$ cat config.mk
export PLATFORM = sky130hd
export DESIGN_NAME = uart_top
export DESIGN_NICKNAME = d
export VERILOG_FILES = /design/src/rtl/uart_pkg.sv /design/src/rtl/uart_rx.sv /design/src/rtl/uart_tx.sv /design/src/rtl/uart_top.sv
export SDC_FILE = /design/constraint.sdc
export NUM_CORES = 1
export LEC_CHECK = 0
export CAP_MARGIN = 20
export CORE_MARGIN = 3
export CORE_UTILIZATION = 45
export DETAILED_ROUTE_END_ITERATION = 6
export SYNTH_ARGS = -nofsm -noshare
export SYNTH_HDL_FRONTEND = slang
export SYNTH_SLANG_ARGS = --single-unit
$ cat constraint.sdc
create_clock -name CLK -period 3.47 [get_ports CLK]
set_input_delay 0.5205 -clock CLK [delete_from_list [all_inputs] [get_ports CLK]]
set_output_delay 0.5205 -clock CLK [all_outputs]
set_load 0.01 [all_outputs]
$ cat src/rtl/uart_pkg.sv
// Shared UART definitions: frame widths, default bit timing and the frame-state
// encoding used by both the transmitter and the receiver.
package uart_pkg;

    localparam int DATA_W           = 8;
    localparam int CLKS_PER_BIT_DEF = 50_000_000 / 9600;
    localparam int CNT_W_DEF        = $clog2(CLKS_PER_BIT_DEF);

    typedef enum logic [2:0] {
        IDLE,
        START,
        DATA,
        PARITY,
        STOP
    } frame_state_t;

    function automatic logic even_parity(input logic [DATA_W-1:0] d);
        return ^d;
    endfunction

endpackage

$ cat src/rtl/uart_rx.sv
// UART receiver: mid-bit sampler with start-glitch rejection; results land at the stop-bit mid-sample
// and hold until the next valid start bit. No backpressure: every frame overwrites the result registers.
module uart_rx
    import uart_pkg::*;
#(
    parameter int CLKS_PER_BIT = CLKS_PER_BIT_DEF
) (
    input  logic              i_clk,
    input  logic              i_rst_n,
    input  logic              i_line,
    input  logic              i_par_en,
    output logic [DATA_W-1:0] o_data,
    output logic              o_valid,
    output logic              o_par_err,
    output logic              o_stop_err
);

    localparam int               CNT_W    = $clog2(CLKS_PER_BIT);
    localparam logic [CNT_W-1:0] LAST_CNT = CNT_W'(CLKS_PER_BIT - 1);
    localparam logic [CNT_W-1:0] HALF_CNT = CNT_W'(CLKS_PER_BIT / 2 - 1);

    frame_state_t      r_state, w_state_nxt;
    logic [CNT_W-1:0]  r_cnt, w_cnt_nxt;
    logic [2:0]        r_bit_idx, w_bit_idx_nxt;
    logic [DATA_W-1:0] r_shift, w_shift_nxt;
    logic              r_par_en, w_par_en_nxt;
    logic              r_par_bit, w_par_bit_nxt;
    logic              r_line_d;
    logic [DATA_W-1:0] r_data, w_data_nxt;
    logic              r_valid, w_valid_nxt;
    logic              r_perr, w_perr_nxt;
    logic              r_serr, w_serr_nxt;
    logic              w_fall;
    logic              w_bit_end;
    logic              w_par_mis;

    assign w_fall     = r_line_d & ~i_line;
    assign w_bit_end  = (r_cnt == LAST_CNT);
    assign w_par_mis  = r_par_en & (even_parity(r_shift) ^ r_par_bit);
    assign o_data     = r_data;
    assign o_valid    = r_valid;
    assign o_par_err  = r_perr;
    assign o_stop_err = r_serr;

    always_ff @(posedge i_clk or negedge i_rst_n) begin
        if (!i_rst_n) begin
            r_state   <= IDLE;
            r_cnt     <= '0;
            r_bit_idx <= '0;
            r_shift   <= '0;
            r_par_en  <= 1'b0;
            r_par_bit <= 1'b0;
            r_line_d  <= 1'b1;
            r_data    <= '0;
            r_valid   <= 1'b0;
            r_perr    <= 1'b0;
            r_serr    <= 1'b0;
        end else begin
            r_state   <= w_state_nxt;
            r_cnt     <= w_cnt_nxt;
            r_bit_idx <= w_bit_idx_nxt;
            r_shift   <= w_shift_nxt;
            r_par_en  <= w_par_en_nxt;
            r_par_bit <= w_par_bit_nxt;
            r_line_d  <= i_line;
            r_data    <= w_data_nxt;
            r_valid   <= w_valid_nxt;
            r_perr    <= w_perr_nxt;
            r_serr    <= w_serr_nxt;
        end
    end

    always_comb begin
        w_state_nxt   = r_state;
        w_cnt_nxt     = r_cnt + 1'b1;
        w_bit_idx_nxt = r_bit_idx;
        w_shift_nxt   = r_shift;
        w_par_en_nxt  = r_par_en;
        w_par_bit_nxt = r_par_bit;
        w_data_nxt    = r_data;
        w_valid_nxt   = r_valid;
        w_perr_nxt    = r_perr;
        w_serr_nxt    = r_serr;

        case (r_state)
            IDLE: begin
                w_cnt_nxt = '0;
                if (w_fall) begin
                    w_state_nxt = START;
                end
            end
            START: begin
                // A line that is high again at mid-start was noise; keep the previous result.
                if (r_cnt == HALF_CNT) begin
                    w_cnt_nxt = '0;
                    if (i_line) begin
                        w_state_nxt = IDLE;
                    end else begin
                        w_state_nxt   = DATA;
                        w_bit_idx_nxt = '0;
                        w_par_en_nxt  = i_par_en;
                        w_valid_nxt   = 1'b0;
                        w_perr_nxt    = 1'b0;
                        w_serr_nxt    = 1'b0;
                    end
                end
            end
            DATA: begin
                if (w_bit_end) begin
                    w_cnt_nxt     = '0;
                    w_shift_nxt   = {i_line, r_shift[DATA_W-1:1]};
                    w_bit_idx_nxt = r_bit_idx + 1'b1;
                    if (r_bit_idx == 3'd7) begin
                        w_state_nxt = r_par_en ? PARITY : STOP;
                    end
                end
            end
            PARITY: begin
                if (w_bit_end) begin
                    w_cnt_nxt     = '0;
                    w_par_bit_nxt = i_line;
                    w_state_nxt   = STOP;
                end
            end
            STOP: begin
                if (w_bit_end) begin
                    w_cnt_nxt   = '0;
                    w_state_nxt = IDLE;
                    w_data_nxt  = r_shift;
                    w_perr_nxt  = w_par_mis;
                    w_serr_nxt  = ~i_line;
                    w_valid_nxt = ~w_par_mis & i_line;
                end
            end
            default: begin
                w_state_nxt = IDLE;
                w_cnt_nxt   = '0;
            end
        endcase
    end

endmodule

$ cat src/rtl/uart_tx.sv
// UART transmitter: a registered rising edge of i_transmit starts one frame; line drops and busy rises
// two cycles after transmit goes high. Requests while a frame is in flight are ignored (no queueing).
module uart_tx
    import uart_pkg::*;
#(
    parameter int CLKS_PER_BIT = CLKS_PER_BIT_DEF
) (
    input  logic              i_clk,
    input  logic              i_rst_n,
    input  logic              i_transmit,
    input  logic [DATA_W-1:0] i_data,
    input  logic              i_par_en,
    output logic              o_line,
    output logic              o_busy
);

    localparam int               CNT_W    = $clog2(CLKS_PER_BIT);
    localparam logic [CNT_W-1:0] LAST_CNT = CNT_W'(CLKS_PER_BIT - 1);

    frame_state_t      r_state, w_state_nxt;
    logic [CNT_W-1:0]  r_cnt, w_cnt_nxt;
    logic [2:0]        r_bit_idx, w_bit_idx_nxt;
    logic [DATA_W-1:0] r_shift, w_shift_nxt;
    logic              r_par_en, w_par_en_nxt;
    logic              r_parity, w_parity_nxt;
    logic              r_line, w_line_nxt;
    logic              r_tx_s, r_tx_d;
    logic              w_rise;
    logic              w_bit_end;

    assign w_rise    = r_tx_s & ~r_tx_d;
    assign w_bit_end = (r_cnt == LAST_CNT);
    assign o_line    = r_line;
    assign o_busy    = (r_state != IDLE);

    always_ff @(posedge i_clk or negedge i_rst_n) begin
        if (!i_rst_n) begin
            r_state   <= IDLE;
            r_cnt     <= '0;
            r_bit_idx <= '0;
            r_shift   <= '0;
            r_par_en  <= 1'b0;
            r_parity  <= 1'b0;
            r_line    <= 1'b1;
            r_tx_s    <= 1'b0;
            r_tx_d    <= 1'b0;
        end else begin
            r_state   <= w_state_nxt;
            r_cnt     <= w_cnt_nxt;
            r_bit_idx <= w_bit_idx_nxt;
            r_shift   <= w_shift_nxt;
            r_par_en  <= w_par_en_nxt;
            r_parity  <= w_parity_nxt;
            r_line    <= w_line_nxt;
            r_tx_s    <= i_transmit;
            r_tx_d    <= r_tx_s;
        end
    end

    always_comb begin
        w_state_nxt   = r_state;
        w_cnt_nxt     = r_cnt;
        w_bit_idx_nxt = r_bit_idx;
        w_shift_nxt   = r_shift;
        w_par_en_nxt  = r_par_en;
        w_parity_nxt  = r_parity;
        w_line_nxt    = 1'b1;

        case (r_state)
            IDLE: begin
                if (w_rise) begin
                    w_state_nxt   = START;
                    w_cnt_nxt     = '0;
                    w_bit_idx_nxt = '0;
                    w_shift_nxt   = i_data;
                    w_par_en_nxt  = i_par_en;
                    w_parity_nxt  = even_parity(i_data);
                end
            end
            START: begin
                w_cnt_nxt = r_cnt + 1'b1;
                if (w_bit_end) begin
                    w_state_nxt = DATA;
                    w_cnt_nxt   = '0;
                end
            end
            DATA: begin
                w_cnt_nxt = r_cnt + 1'b1;
                if (w_bit_end) begin
                    w_cnt_nxt     = '0;
                    w_shift_nxt   = {1'b0, r_shift[DATA_W-1:1]};
                    w_bit_idx_nxt = r_bit_idx + 1'b1;
                    if (r_bit_idx == 3'd7) begin
                        w_state_nxt = r_par_en ? PARITY : STOP;
                    end
                end
            end
            PARITY: begin
                w_cnt_nxt = r_cnt + 1'b1;
                if (w_bit_end) begin
                    w_state_nxt = STOP;
                    w_cnt_nxt   = '0;
                end
            end
            STOP: begin
                w_cnt_nxt = r_cnt + 1'b1;
                if (w_bit_end) begin
                    w_state_nxt = IDLE;
                    w_cnt_nxt   = '0;
                end
            end
            default: begin
                w_state_nxt = IDLE;
                w_cnt_nxt   = '0;
            end
        endcase

        // Line level is registered from the next state so it changes glitch-free with busy.
        case (w_state_nxt)
            START:   w_line_nxt = 1'b0;
            DATA:    w_line_nxt = w_shift_nxt[0];
            PARITY:  w_line_nxt = r_parity;
            default: w_line_nxt = 1'b1;
        endcase
    end

endmodule

$ cat src/rtl/uart_top.sv
// UART loopback: transmitter output drives receiver input on an internal idle-high line.
// Receive result appears ~10.5 (parity) / 9.5 bit periods after the start edge; new requests wait for busy low.
module uart_top
    import uart_pkg::*;
#(
    parameter int CLK_FREQ     = 50_000_000,
    parameter int BAUD         = 9600,
    parameter int CLKS_PER_BIT = CLK_FREQ / BAUD
) (
    input  logic              CLK,
    input  logic              RST,
    input  logic              transmit,
    input  logic [DATA_W-1:0] TX_DATA,
    input  logic              par_EN,
    output logic              busy,
    output logic [DATA_W-1:0] RXDATA,
    output logic              VALID_RX,
    output logic              PARITY_ERROR,
    output logic              STOP_ERROR
);

    logic w_line;

    uart_tx #(
        .CLKS_PER_BIT(CLKS_PER_BIT)
    ) u_tx (
        .i_clk      (CLK),
        .i_rst_n    (RST),
        .i_transmit (transmit),
        .i_data     (TX_DATA),
        .i_par_en   (par_EN),
        .o_line     (w_line),
        .o_busy     (busy)
    );

    uart_rx #(
        .CLKS_PER_BIT(CLKS_PER_BIT)
    ) u_rx (
        .i_clk      (CLK),
        .i_rst_n    (RST),
        .i_line     (w_line),
        .i_par_en   (par_EN),
        .o_data     (RXDATA),
        .o_valid    (VALID_RX),
        .o_par_err  (PARITY_ERROR),
        .o_stop_err (STOP_ERROR)
    );

endmodule

==> results of run 1 <==
## sequential cells by signal (all words and copies together), names as in the netlist, 8 cells and up
register,count
u_rx.r_cnt,13
u_rx.r_shift,8
u_tx.r_shift,8
u_tx.r_cnt,13
u_rx.o_data,8
## cell usage after synthesis, types with 4 or more instances
cell type  instances
dfrtp_1           71
nor2_1            35
xnor2_1           24
mux2_2            20
nand2_1           19
nand3_1           14
a22o_1            11
clkbuf_1          10
o21ai_0           10
xor2_1            10
inv_1              8
a21oi_1            7
nor3_1             7
a21o_1             6
ha_1               6
nand4_1            6
nor2b_1            5
nor3b_1            5
and3_1             4
nand2b_1           4
## report_power, final
| part | internal (mW) | switching [mW] |
|---|---|---|
| combinational | 0.149 | 0.189 |
| clock | 0.477 | 0.318 |
| sequential | 0.937 | 0.0862 |
## kinds of logic (layout without fill, tap and decap cells)
kind of cell / Yosys count / in the layout / synth area share (%)
AND/OR/NAND/NOR: 125 / 125 / 19.2
XOR/XNOR: 35 / 35 / 8.85
adder cells (fa/ha/maj): 6 / 6 / 2.08
multiplexers: 24 / 24 / 7.37
flip-flops: 73 / 73 / 50.6
buffers and inverters: 20 / 49 / 2.32
AO/OA/AOI/OAI: 48 / 48 / 9.62
## worst max-delay path, cell delays in order, from the launching register on
cell     delay (ps)
dfrtp_1         410
ha_1            280
nor3b_1         360
nand4_1         200
nor3_1          540
buf_4           280
mux2_2          350
## how the worst max path moves through the flow
stage / start / endpoint / slack, ps / cells after the start
6_report: u_rx.r_cnt[0]$_DFF_PN0_ / u_rx.r_shift[3]$_DFFE_PN0P_ / 950 / 6
5_1_grt: u_rx.r_cnt[0]$_DFF_PN0_ / u_rx.r_shift[3]$_DFFE_PN0P_ / 740 / 6
4_1_cts: u_rx.r_cnt[0]$_DFF_PN0_ / u_rx.r_shift[3]$_DFFE_PN0P_ / 910 / 6
3_5_place_dp: u_rx.r_cnt[0]$_DFF_PN0_ / u_rx.r_shift[3]$_DFFE_PN0P_ / 940 / 6
3_3_place_gp: u_rx.r_cnt[0]$_DFF_PN0_ / u_rx.r_shift[5]$_DFFE_PN0P_ / 1000 / 6
2_1_floorplan: u_tx.r_cnt[8]$_DFFE_PN0N_ / u_tx.r_bit_idx[0]$_DFFE_PN0P_ / 1340 / 6
## final cells by class
cell class | instances | area (um2)
fill | 722 | 3590
sequential | 73 | 1830
multi-input combinational | 238 | 1700
timing repair buffer | 25 | 243
tap | 102 | 128
clock buffer | 9 | 124
clock inverter | 7 | 119
inverter | 8 | 30.0
## per-layer routing
metal / up-vias / global-route usage (%)
li1: 1220 / -
met1: 1212 / 21.4
met2: 33 / 24.0
met3: 4 / 4.58
met4: 0 / 3.91
met5: - / 0
## stage by stage
step	utilization [%]	instance area, um2
finish	53.8	4180
global route	53.8	4180
CTS	53.8	4180
detailed placement	50.6	3930
global placement	50.6	3930
floorplan	-	3620
==> metrics.md, run 1 <==
| Metric | Value |
|---|---|
| Outcome | `completed` |
| Top cell type's share of synthesized area | `49.1%` |
| Maximum Capacitance Violations | `0` |
| Antenna Violating Nets Remaining | `0` |
| Wire length per cell | `approximately 14 um` |
| Skew-Pair Late Insertion Delay | `roughly 340 ps` |
| Count of placed standard cells in the final layout, fillers left out | `462` |
| Clock transition at path regs | `roughly 80 ps` |
| Setup fix buffers added after clock tree synthesis | `0` |
| Routed length on met3 | `202 um` |
| Setup TNS Final | `0 ps` |
| Initial antenna violation count | `0` |
| Aggregate global-route resource usage | `15.5%` |
| Synthesized net count | `roughly 350` |
| Die height | `95.7 um` |
| Maximum count of clock buffers along a single path | `2` |
| Number of unique standard cell types used by synthesis | `51` |
| Critical path capture point type | `register` |
| Placed cell count | `~450` |
| Proportion of layout cells with a drive suffix above 1 | `~14%` |
| Pre-CTS setup slack | `940 ps` |
| Initial cell density of the core | `between 40% and 50%` |
| Routed wl met2 | `3060 um` |
| Peak supply drop | `321 uV` |
| Power density over the cells | `516 nW/um2` |
| Maximum operating frequency | `397 MHz` |
| Worst Hold Slack | `about 310 ps` |
| Proportion of register bits with asynchronous set or reset after synthesis | `between 90% and 100%` |
| Met1 wire length | `3240 um` |
| Uppermost metal layer occupied by signal nets | `met4` |
| Most common cell after layout, fill and taps aside | `dfrtp_1` |
| Final clock skew | `8.12 ps` |
| Crit path required time | `about 3700 ps` |
| Cell at the root of the clock tree | `clkbuf_8` |
| Main synth FF type | `dfrtp_1` |
| Std-Cell Rows | `32` |
| TritonCTS clock tree | `yes` |
| Sequential fraction of the synthesis area | `roughly 51%` |
| Number of enable flip-flop cells after synthesis | `0` |
| Sum of net half-perimeters after detailed placement | `roughly 4500 um` |
| Hold crit path type | `in2async` |
| Leftover overflow at the end of global routing | `0` |
| Antenna fix cells | `0` |
| Router iterations before antenna repair | `4` |
| Static Leak | `1.89 nW` |
| Rel. slew slack | `39.2%` |
| Count of boundary I/O pins | `24` |
| Reg-to-reg setup timing slack | `950 ps` |
| H-tree lvl count | `3` |
| Final min period | `2520 ps` |
| Library cell with the largest summed area after synthesis | `dfrtp_1` |
| Hold-fix buffers, CTS | `0` |
| Design Power | `2.16 mW` |
| Resize count post-CTS | `0` |
| Core footprint | `roughly 7800 um2` |
| Post-synth design cell area | `3620 um2` |
| Number of global-route vias before repair | `2,347` |
| Setup repair after global routing missed its margin | `no` |
| Net total in the final layout | `about 370` |
| Width of the die | `about 96 um` |
| Synthesized area per cell | `around 11 um2` |
| Drt via density | `~5.3` |
| Global placement routability congestion | `slightly below 0.8` |
| Top area cells in the synthesized netlist | `dfrtp_1 49%, mux2_2 6.2%, xnor2_1 5.8%` |
| Register-to-Register Path Depth | `6` |
| Critical path peak fanout | `8` |
| Finish-stage setup viols | `0` |
| Transition at the pin with the smallest max-transition slack | `between 900 and 1000 ps` |
| Warnings from Yosys | `0` |
| Synth-to-Final Area Change | `15.5%` |
| Critical R2R Launch | `u_rx.r_cnt[0]$_DFF_PN0_` |
| Commonest non-fill, non-tap cells in the layout | `71 x dfrtp_1, 35 x nor2_1, 24 x xnor2_1, 22 x clkdlybuf4s50_1, 20 x mux2_2` |
| Count of vias placed by the detailed router | `2,469` |
| CTS Buf Count | `9` |
| Register bit total from synthesis | `73` |
| Number of clock sinks seen by CTS | `73` |
| Number of pins exceeding their max-slew limit in the final report | `0` |
| DRC violation count after routing | `0` |
| Share of the cycle needed by the critical path after routing | `between 70% and 80%` |
| Pin count of the biggest net entering global routing | `74` |
| Endpoint of the worst register-to-register path | `u_rx.r_shift[3]$_DFFE_PN0P_` |
| Detailed-route wire length | `6550 um` |
| Crit path arrival time | `2740 ps` |
| Count of endpoints failing hold in the final timing report | `0` |
| Fin worst setup slack | `951 ps` |
| Area of the die | `9150 um2` |
| Critical path class | `reg2reg` |
| Number of DRC markers after the initial detailed-route iteration | `98` |
| Global-route wire length before repair | `11,100 um` |
| Critical path launch point type | `register` |
| Number of cells produced by synthesis | `between 300 and 400` |
| Quantity of I/O buffers inserted on ports | `23` |
Power figures use the tool's default switching activity.
==> run 2: changes to the inputs <==
clock period = 2.4 ns   (was 3.47 ns; I/O delays follow)
==> run 2 against run 1 <==
Net effect: clock power grew 35%; critical endpoint is now busy; cell area increased by 0.66%; sequential power increased by 45%; sequential cell count did not move; combinational power increased by 49%; worst hold slack better by 85 ps; sequential share of layout area decreased by 0.29 points.
==> metrics.md, run 2 (same netlist as run 1, synthesis figures left out) <==
| Metric | Value |
|---|---|
| Worst min-delay path startpoint | `u_tx.r_tx_s$_DFF_PN0_` |
| Count of endpoints failing hold in the final timing report | `0 (unchanged)` |
| Worst hold path depth | `0` |
| Number of buffers and inverters on the critical path | `1 (unchanged)` |
| Critical path capture point type | `output port (was register)` |
| Count of boundary I/O pins | `24 (unchanged)` |
| Finish-stage setup viols | `0 (unchanged)` |
| Final clock skew | `6.73 ps (was 8.12 ps)` |
| Count of vias placed by the detailed router | `2,481 (was 2,469)` |
| Fraction of power spent switching nets | `28.8% (was 27.5%)` |
| Initial cell density of the core | `46.6% (unchanged)` |
| Slowest stage cell, crit path | `or3_1 (was nor3_1)` |
| Drt via density | `5.30 (was 5.34)` |
| Sequential Power Share | `48.5% (was 47.4%)` |
| Critical R2R Launch | `u_tx.r_cnt[8]$_DFFE_PN0N_ (was u_rx.r_cnt[0]$_DFF_PN0_)` |
| Largest delay contributor family on the critical path | `simple AND/OR/NAND/NOR gates (unchanged)` |
| Crit path arrival time | `1900 ps (was 2740 ps)` |
| Synth-to-Final Area Change | `16.2% (was 15.5%)` |
| Share of total power in combinational logic | `16.5% (was 15.7%)` |
| Setup repair after global routing missed its margin | `no (unchanged)` |
| Maximum count of clock buffers along a single path | `2 (unchanged)` |
| Net Switching | `0.879 mW (was 0.594 mW)` |
| TritonCTS clock tree | `yes (unchanged)` |
| Area of the die | `9150 um2 (unchanged)` |
| Static Leak | `1.92 nW (was 1.89 nW)` |
| Pre-CTS setup slack | `182 ps (was 940 ps)` |
| Count of placed standard cells in the final layout, fillers left out | `468 (was 462)` |
| Critical path peak fanout | `10 (was 8)` |
| Critical Path, Cell by Cell | `or3_1 > clkdlybuf4s50_1 (was ha_1 > nor3b_1 > nand4_1 > nor3_1 > buf_4 > mux2_2)` |
| Maximum operating frequency | `between 400 and 500 MHz` |
| Clock network fraction of total power | `35.0% (was 36.9%)` |
| Setup fix buffers added after clock tree synthesis | `0 (unchanged)` |
| Multi-input gate area in the final layout | `1710 um2 (was 1700 um2)` |
| Sum of net half-perimeters after detailed placement | `4770 um (was 4480 um)` |
| Rel. slew slack | `67.3% (was 39.2%)` |
| Fin worst setup slack | `139 ps (was 951 ps)` |
| Aggregate global-route resource usage | `16.2% (was 15.5%)` |
| Skew-Pair Late Insertion Delay | `350 ps (was 340 ps)` |
| Most common cell after layout, fill and taps aside | `dfrtp_1 (unchanged)` |
| Proportion of layout cells with a drive suffix above 1 | `15.6% (was 14.4%)` |
| Quantity of I/O buffers inserted on ports | `23 (unchanged)` |
| Wire length per cell | `14.2 um (about the same)` |
| Clock transition at path regs | `80 ps (about the same)` |
| Number of inserted filler cells in the final layout | `696 (was 722)` |
| Design Power | `3.05 mW (was 2.16 mW)` |
| Endpoint of the worst hold path | `u_tx.r_tx_d$_DFF_PN0_` |
| Router iterations before antenna repair | `4 (unchanged)` |
| Share of the cycle needed by the critical path after routing | `approximately 94%` |
| Die height | `95.7 um (unchanged)` |
| Critical path class | `reg2out (was reg2reg)` |
| Endpoint of the worst register-to-register path | `u_tx.r_cnt[7]$_DFFE_PN0N_ (was u_rx.r_shift[3]$_DFFE_PN0P_)` |
| Final min period | `2260 ps` |
| Antenna fix cells | `0 (unchanged)` |
| Post-route cell area | `4200 um2 (was 4180 um2)` |
| Global-route wire length before repair | `11,600 um (was 11,100 um)` |
| H-tree lvl count | `3 (unchanged)` |
| DRC violation count after routing | `0 (unchanged)` |
| Maximum Capacitance Violations | `0 (unchanged)` |
| Antenna Violating Nets Remaining | `0 (unchanged)` |
| Transition at the pin with the smallest max-transition slack | `490 ps (was 912 ps)` |
| CTS Buf Count | `9 (unchanged)` |
| Critical path launch point type | `register (unchanged)` |
| Routed length on met3 | `184 um (was 202 um)` |
| Pin count of the biggest net entering global routing | `40 (was 74)` |
| Sequential cell area | `1830 um2 (unchanged)` |
| Total cell area at the placement stage | `3970 um2 (was 3930 um2)` |
| Biggest cell delay along the critical path | `540 ps (about the same)` |
| Number of DRC markers after the initial detailed-route iteration | `48 (was 98)` |
| Core footprint | `7770 um2 (unchanged)` |
| Cell at the root of the clock tree | `clkbuf_8 (unchanged)` |
| Net total in the final layout | `379 (was 373)` |
| Number of global-route vias before repair | `2,511 (was 2,347)` |
| Placed cell count | `451 (was 446)` |
| Reg-to-reg setup timing slack | `190 ps (was 950 ps)` |
| Uppermost metal layer occupied by signal nets | `met4 (unchanged)` |
| Width of the die | `95.7 um (unchanged)` |
| Detailed-route wire length | `6640 um (was 6550 um)` |
| Global placement routability congestion | `0.788 (was 0.786)` |
| Commonest non-fill, non-tap cells in the layout | `71 x dfrtp_1, 35 x nor2_1, 24 x xnor2_1, 22 x clkdlybuf4s50_1, 20 x mux2_2 (unchanged)` |
| Outcome | `completed (unchanged)` |
| Hold crit path type | `reg2reg (was in2async)` |
| Number of pins exceeding their max-slew limit in the final report | `0 (unchanged)` |
| Largest registers ranked by flip-flop count | `u_rx.r_cnt (13), u_tx.r_cnt (13) (unchanged)` |
| Power density over the cells | `726 nW/um2 (was 516 nW/um2)` |
| Setup TNS Final | `0 ps (unchanged)` |
| Leftover overflow at the end of global routing | `0 (unchanged)` |
| Routed wl met2 | `2920 um (was 3060 um)` |
| Peak supply drop | `275 uV (was 321 uV)` |
| Initial antenna violation count | `0 (unchanged)` |
| Register-to-Register Path Depth | `5 (was 6)` |
| Internal power summed over all cells | `2.17 mW (was 1.56 mW)` |
| Met1 wire length | `3350 um (was 3240 um)` |
| Number of clock sinks seen by CTS | `73 (unchanged)` |
| Crit path required time | `2040 ps (was 3690 ps)` |
| Std-Cell Rows | `32 (unchanged)` |
-- run 2: power groups by stage --
stage | sequential [mW] | clock [mW] | combinational [mW]
5_1_grt | 1.51 | 1.16 | 0.572
2_1_floorplan | 1.45 | 0 | 0.391
6_report | 1.48 | 1.07 | 0.503
3_5_place_dp | 1.50 | 0 | 0.512
3_3_place_gp | 1.50 | 0 | 0.499
4_1_cts | 1.48 | 1.10 | 0.511
-- run 2: routing by layer --
metal	track usage, %	vias to the layer above
li1	-	1231
met1	22.3	1203
met2	24.1	31
met3	3.16	16
met4	8.29	0
met5	0	-
-- run 2: metrics by stage --
stage	hold WS (ps)	utilization (%)
2_1_floorplan	64.4	-
4_1_cts	407	54.1
6_report	399	54.1
3_5_place_dp	362	51.1
5_1_grt	424	54.1
3_3_place_gp	357	51.1
-- run 2: layout make-up --
| cell class | instances | area share, % |
|---|---|---|
| Clock inverter | 6 | 2.14 |
| Timing Repair Buffer | 31 | 6.90 |
| Tap cell | 102 | 3.04 |
| Sequential cell | 73 | 43.5 |
| Clock buffer | 10 | 3.04 |
| Multi-Input combinational cell | 238 | 40.7 |
| Inverter | 8 | 0.714 |
-- run 2: worst register-to-register path, stage by stage, from the launching register on --
cell     delay, ps
dfrtp_1        420
or4b_4         590
or3_4          450
nand3_1        160
o21a_1         370
nor2_1         100
-- run 2: repair_timing --
action,CTS,global route
endpoints found under the hold margin,35,0
setup endpoints to repair,0,5
hold buffers,1,0
resized for setup,0,1
-- run 2: worst max-delay path by stage --
stage	start	to	depth (start not counted)	slack, ps
detailed placement	u_tx.r_cnt[8]$_DFFE_PN0N_	u_tx.r_cnt[8]$_DFFE_PN0N_	5	180
finish	u_tx.r_state[1]$_DFF_PN0_	busy	2	140
CTS	u_tx.r_state[1]$_DFF_PN0_	busy	2	110
global placement	u_tx.r_cnt[8]$_DFFE_PN0N_	u_tx.r_cnt[12]$_DFFE_PN0N_	5	250
floorplan	u_tx.r_cnt[8]$_DFFE_PN0N_	u_tx.r_bit_idx[0]$_DFFE_PN0P_	6	270
global route	u_tx.r_cnt[8]$_DFFE_PN0N_	u_tx.r_cnt[11]$_DFFE_PN0N_	5	50
==> run 3: changes to the inputs <==
CORE_MARGIN = 4   (was 3)
==> run 3 against run 2 <==
Net effect: non-clock buffer count unchanged; sequential share of layout area increased by 0.12 points; routed wire length decreased by 1.0%; critical path depth unchanged; global-route usage decreased by 1.3 points; power decreased by 1.3%; clock power decreased by 4%; sequential cell count unchanged; worst hold slack got worse by 1.7 ps; clock-buffer cell count unchanged; utilization decreased by 0.14 points.
==> metrics.md, run 3 (same netlist as run 1, synthesis figures left out) <==
| Metric | Value |
|---|---|
| Outcome | `completed (unchanged)` |
| Width of the die | `97.7 um (was 95.7 um)` |
| Placed cell count | `451 (unchanged)` |
| H-tree lvl count | `3 (unchanged)` |
| Peak supply drop | `377 uV (was 275 uV)` |
| Number of inserted filler cells in the final layout | `694 (was 696)` |
| DRC violation count after routing | `0 (unchanged)` |
| Crit path arrival time | `1890 ps (was 1900 ps)` |
| Largest registers ranked by flip-flop count | `u_rx.r_cnt (13), u_tx.r_cnt (13) (unchanged)` |
| Crit path required time | `2040 ps (about the same)` |
| Clock transition at path regs | `70 ps (was 80 ps)` |
| Core footprint | `7770 um2 (unchanged)` |
| Final clock skew | `6.83 ps (was 6.73 ps)` |
| CTS Buf Count | `9 (unchanged)` |
| Total cell area at the placement stage | `3970 um2 (unchanged)` |
| Quantity of I/O buffers inserted on ports | `23 (unchanged)` |
| Slowest stage cell, crit path | `or3_1 (unchanged)` |
| Net Switching | `0.849 mW (was 0.879 mW)` |
| Number of DRC markers after the initial detailed-route iteration | `75 (was 48)` |
| Fraction of power spent switching nets | `28.2% (was 28.8%)` |
| Multi-input gate area in the final layout | `1700 um2 (was 1710 um2)` |
| Critical Path, Cell by Cell | `or3_1 > clkdlybuf4s50_1 (unchanged)` |
| Rel. slew slack | `66.9% (was 67.3%)` |
| Most common cell after layout, fill and taps aside | `dfrtp_1 (unchanged)` |
| Net total in the final layout | `379 (unchanged)` |
| Static Leak | `1.92 nW (about the same)` |
| Internal power summed over all cells | `2.16 mW (was 2.17 mW)` |
| Wire length per cell | `14.0 um (was 14.2 um)` |
| Final min period | `2250 ps (was 2260 ps)` |
| Transition at the pin with the smallest max-transition slack | `496 ps (was 490 ps)` |
| Register-to-Register Path Depth | `5 (unchanged)` |
| Critical path capture point type | `output port (unchanged)` |
| Global-route wire length before repair | `11,700 um (was 11,600 um)` |
| Critical path peak fanout | `10 (unchanged)` |
| Antenna fix cells | `0 (unchanged)` |
| Maximum operating frequency | `444 MHz (was 442 MHz)` |
| Count of vias placed by the detailed router | `2,501 (was 2,481)` |
| Drt via density | `5.34 (was 5.30)` |
| Pre-CTS setup slack | `212 ps (was 182 ps)` |
| Skew-Pair Late Insertion Delay | `340 ps (was 350 ps)` |
| Global placement routability congestion | `0.785 (was 0.788)` |
| Worst hold path depth | `0 (unchanged)` |
| Maximum count of clock buffers along a single path | `2 (unchanged)` |
| Sequential Power Share | `49.3% (was 48.5%)` |
| Cell at the root of the clock tree | `clkbuf_8 (unchanged)` |
| Design Power | `3.01 mW (was 3.05 mW)` |
| TritonCTS clock tree | `yes (unchanged)` |
| Aggregate global-route resource usage | `14.9% (was 16.2%)` |
| Commonest non-fill, non-tap cells in the layout | `71 x dfrtp_1, 35 x nor2_1, 24 x xnor2_1, 22 x clkdlybuf4s50_1, 20 x mux2_2 (unchanged)` |
| Antenna Violating Nets Remaining | `0 (unchanged)` |
| Detailed-route wire length | `6570 um (was 6640 um)` |
| Power density over the cells | `718 nW/um2 (was 726 nW/um2)` |
| Biggest cell delay along the critical path | `540 ps (about the same)` |
| Std-Cell Rows | `32 (unchanged)` |
| Fin worst setup slack | `147 ps (was 139 ps)` |
| Resize count post-CTS | `0 (unchanged)` |
| Count of placed standard cells in the final layout, fillers left out | `468 (unchanged)` |
| Number of global-route vias before repair | `2,462 (was 2,511)` |
| Initial antenna violation count | `0 (unchanged)` |
| Number of clock sinks seen by CTS | `73 (unchanged)` |
| Final core occ | `54.0% (was 54.1%)` |
| Proportion of layout cells with a drive suffix above 1 | `15.3% (was 15.6%)` |
| Sum of net half-perimeters after detailed placement | `4750 um (was 4770 um)` |
| Die height | `97.7 um (was 95.7 um)` |
| Synth-to-Final Area Change | `15.9% (was 16.2%)` |
| Hold crit path type | `reg2reg (unchanged)` |
| Initial cell density of the core | `46.6% (unchanged)` |
| Area of the die | `9540 um2 (was 9150 um2)` |
| Clock network fraction of total power | `34.1% (was 35.0%)` |
| Share of the cycle needed by the critical path after routing | `93.9% (was 94.2%)` |
| Count of endpoints failing hold in the final timing report | `0 (unchanged)` |
| Number of pins exceeding their max-slew limit in the final report | `0 (unchanged)` |
| Router iterations before antenna repair | `4 (unchanged)` |
| Post-route cell area | `4190 um2 (was 4200 um2)` |
| Count of boundary I/O pins | `24 (unchanged)` |
| Sequential cell area | `1830 um2 (unchanged)` |
| Maximum Capacitance Violations | `0 (unchanged)` |
| Pin count of the biggest net entering global routing | `40 (unchanged)` |
| Critical path class | `reg2out (unchanged)` |
| Leftover overflow at the end of global routing | `0 (unchanged)` |
| Share of total power in combinational logic | `16.6% (was 16.5%)` |
| Finish-stage setup viols | `0 (unchanged)` |
| Critical path launch point type | `register (unchanged)` |
| Setup TNS Final | `0 ps (unchanged)` |
| Setup repair after global routing missed its margin | `no (unchanged)` |
| Worst Hold Slack | `397 ps (was 399 ps)` |
==> run 3: worst max-delay path: cells and delay by family, from the launching register on <==
family	cells	cell delay [ps]
AND/OR/NAND/NOR	1	540
buffers and inverters	1	530
flip-flops	1	480
==> run 3: cell type report <==
type	count	area share, %
Sequential cell	73	43.6
Multi-Input combinational cell	238	40.6
Clock inverter	6	2.00
Tap cell	102	3.04
Clock buffer	10	3.04
Inverter	8	0.716
Timing Repair Buffer	31	6.92
==> run 3: layer usage <==
metal / part of all wire, % / global-route usage, %
met1: 48 / 19.2
met2: 47 / 24.6
met3: 3.0 / 3.45
met4: 1.4 / 5.11
met5: 0 / 0
==> run 3: worst paths after layout <==
path                                      startpoint                             to  slack, ps
hold / removal                 u_tx.r_tx_s$_DFF_PN0_          u_tx.r_tx_d$_DFF_PN0_        400
hold reg to reg                u_tx.r_tx_s$_DFF_PN0_          u_tx.r_tx_d$_DFF_PN0_        400
setup / recovery           u_tx.r_state[1]$_DFF_PN0_                           busy        150
max in group asynchronous                        RST     u_rx.o_data[3]$_DFFE_PN0P_       1250
min in group asynchronous                        RST        u_rx.r_cnt[1]$_DFF_PN0_        520
setup reg to reg           u_tx.r_cnt[8]$_DFFE_PN0N_  u_tx.r_bit_idx[0]$_DFFE_PN0P_        220
==> run 3: power by group through the flow <==
stage | Sequential (mW) | Clock, mW | Combinational [mW]
2_1_floorplan | 1.45 | 0 | 0.391
3_3_place_gp | 1.50 | 0 | 0.499
3_5_place_dp | 1.50 | 0 | 0.512
4_1_cts | 1.48 | 1.06 | 0.511
5_1_grt | 1.50 | 1.11 | 0.575
6_report | 1.48 | 1.03 | 0.501
==> run 3: what timing repair did <==
item,in CTS,in global routing
endpoints found under the hold margin,22,0
hold buffers,1,0
setup buffers,0,0
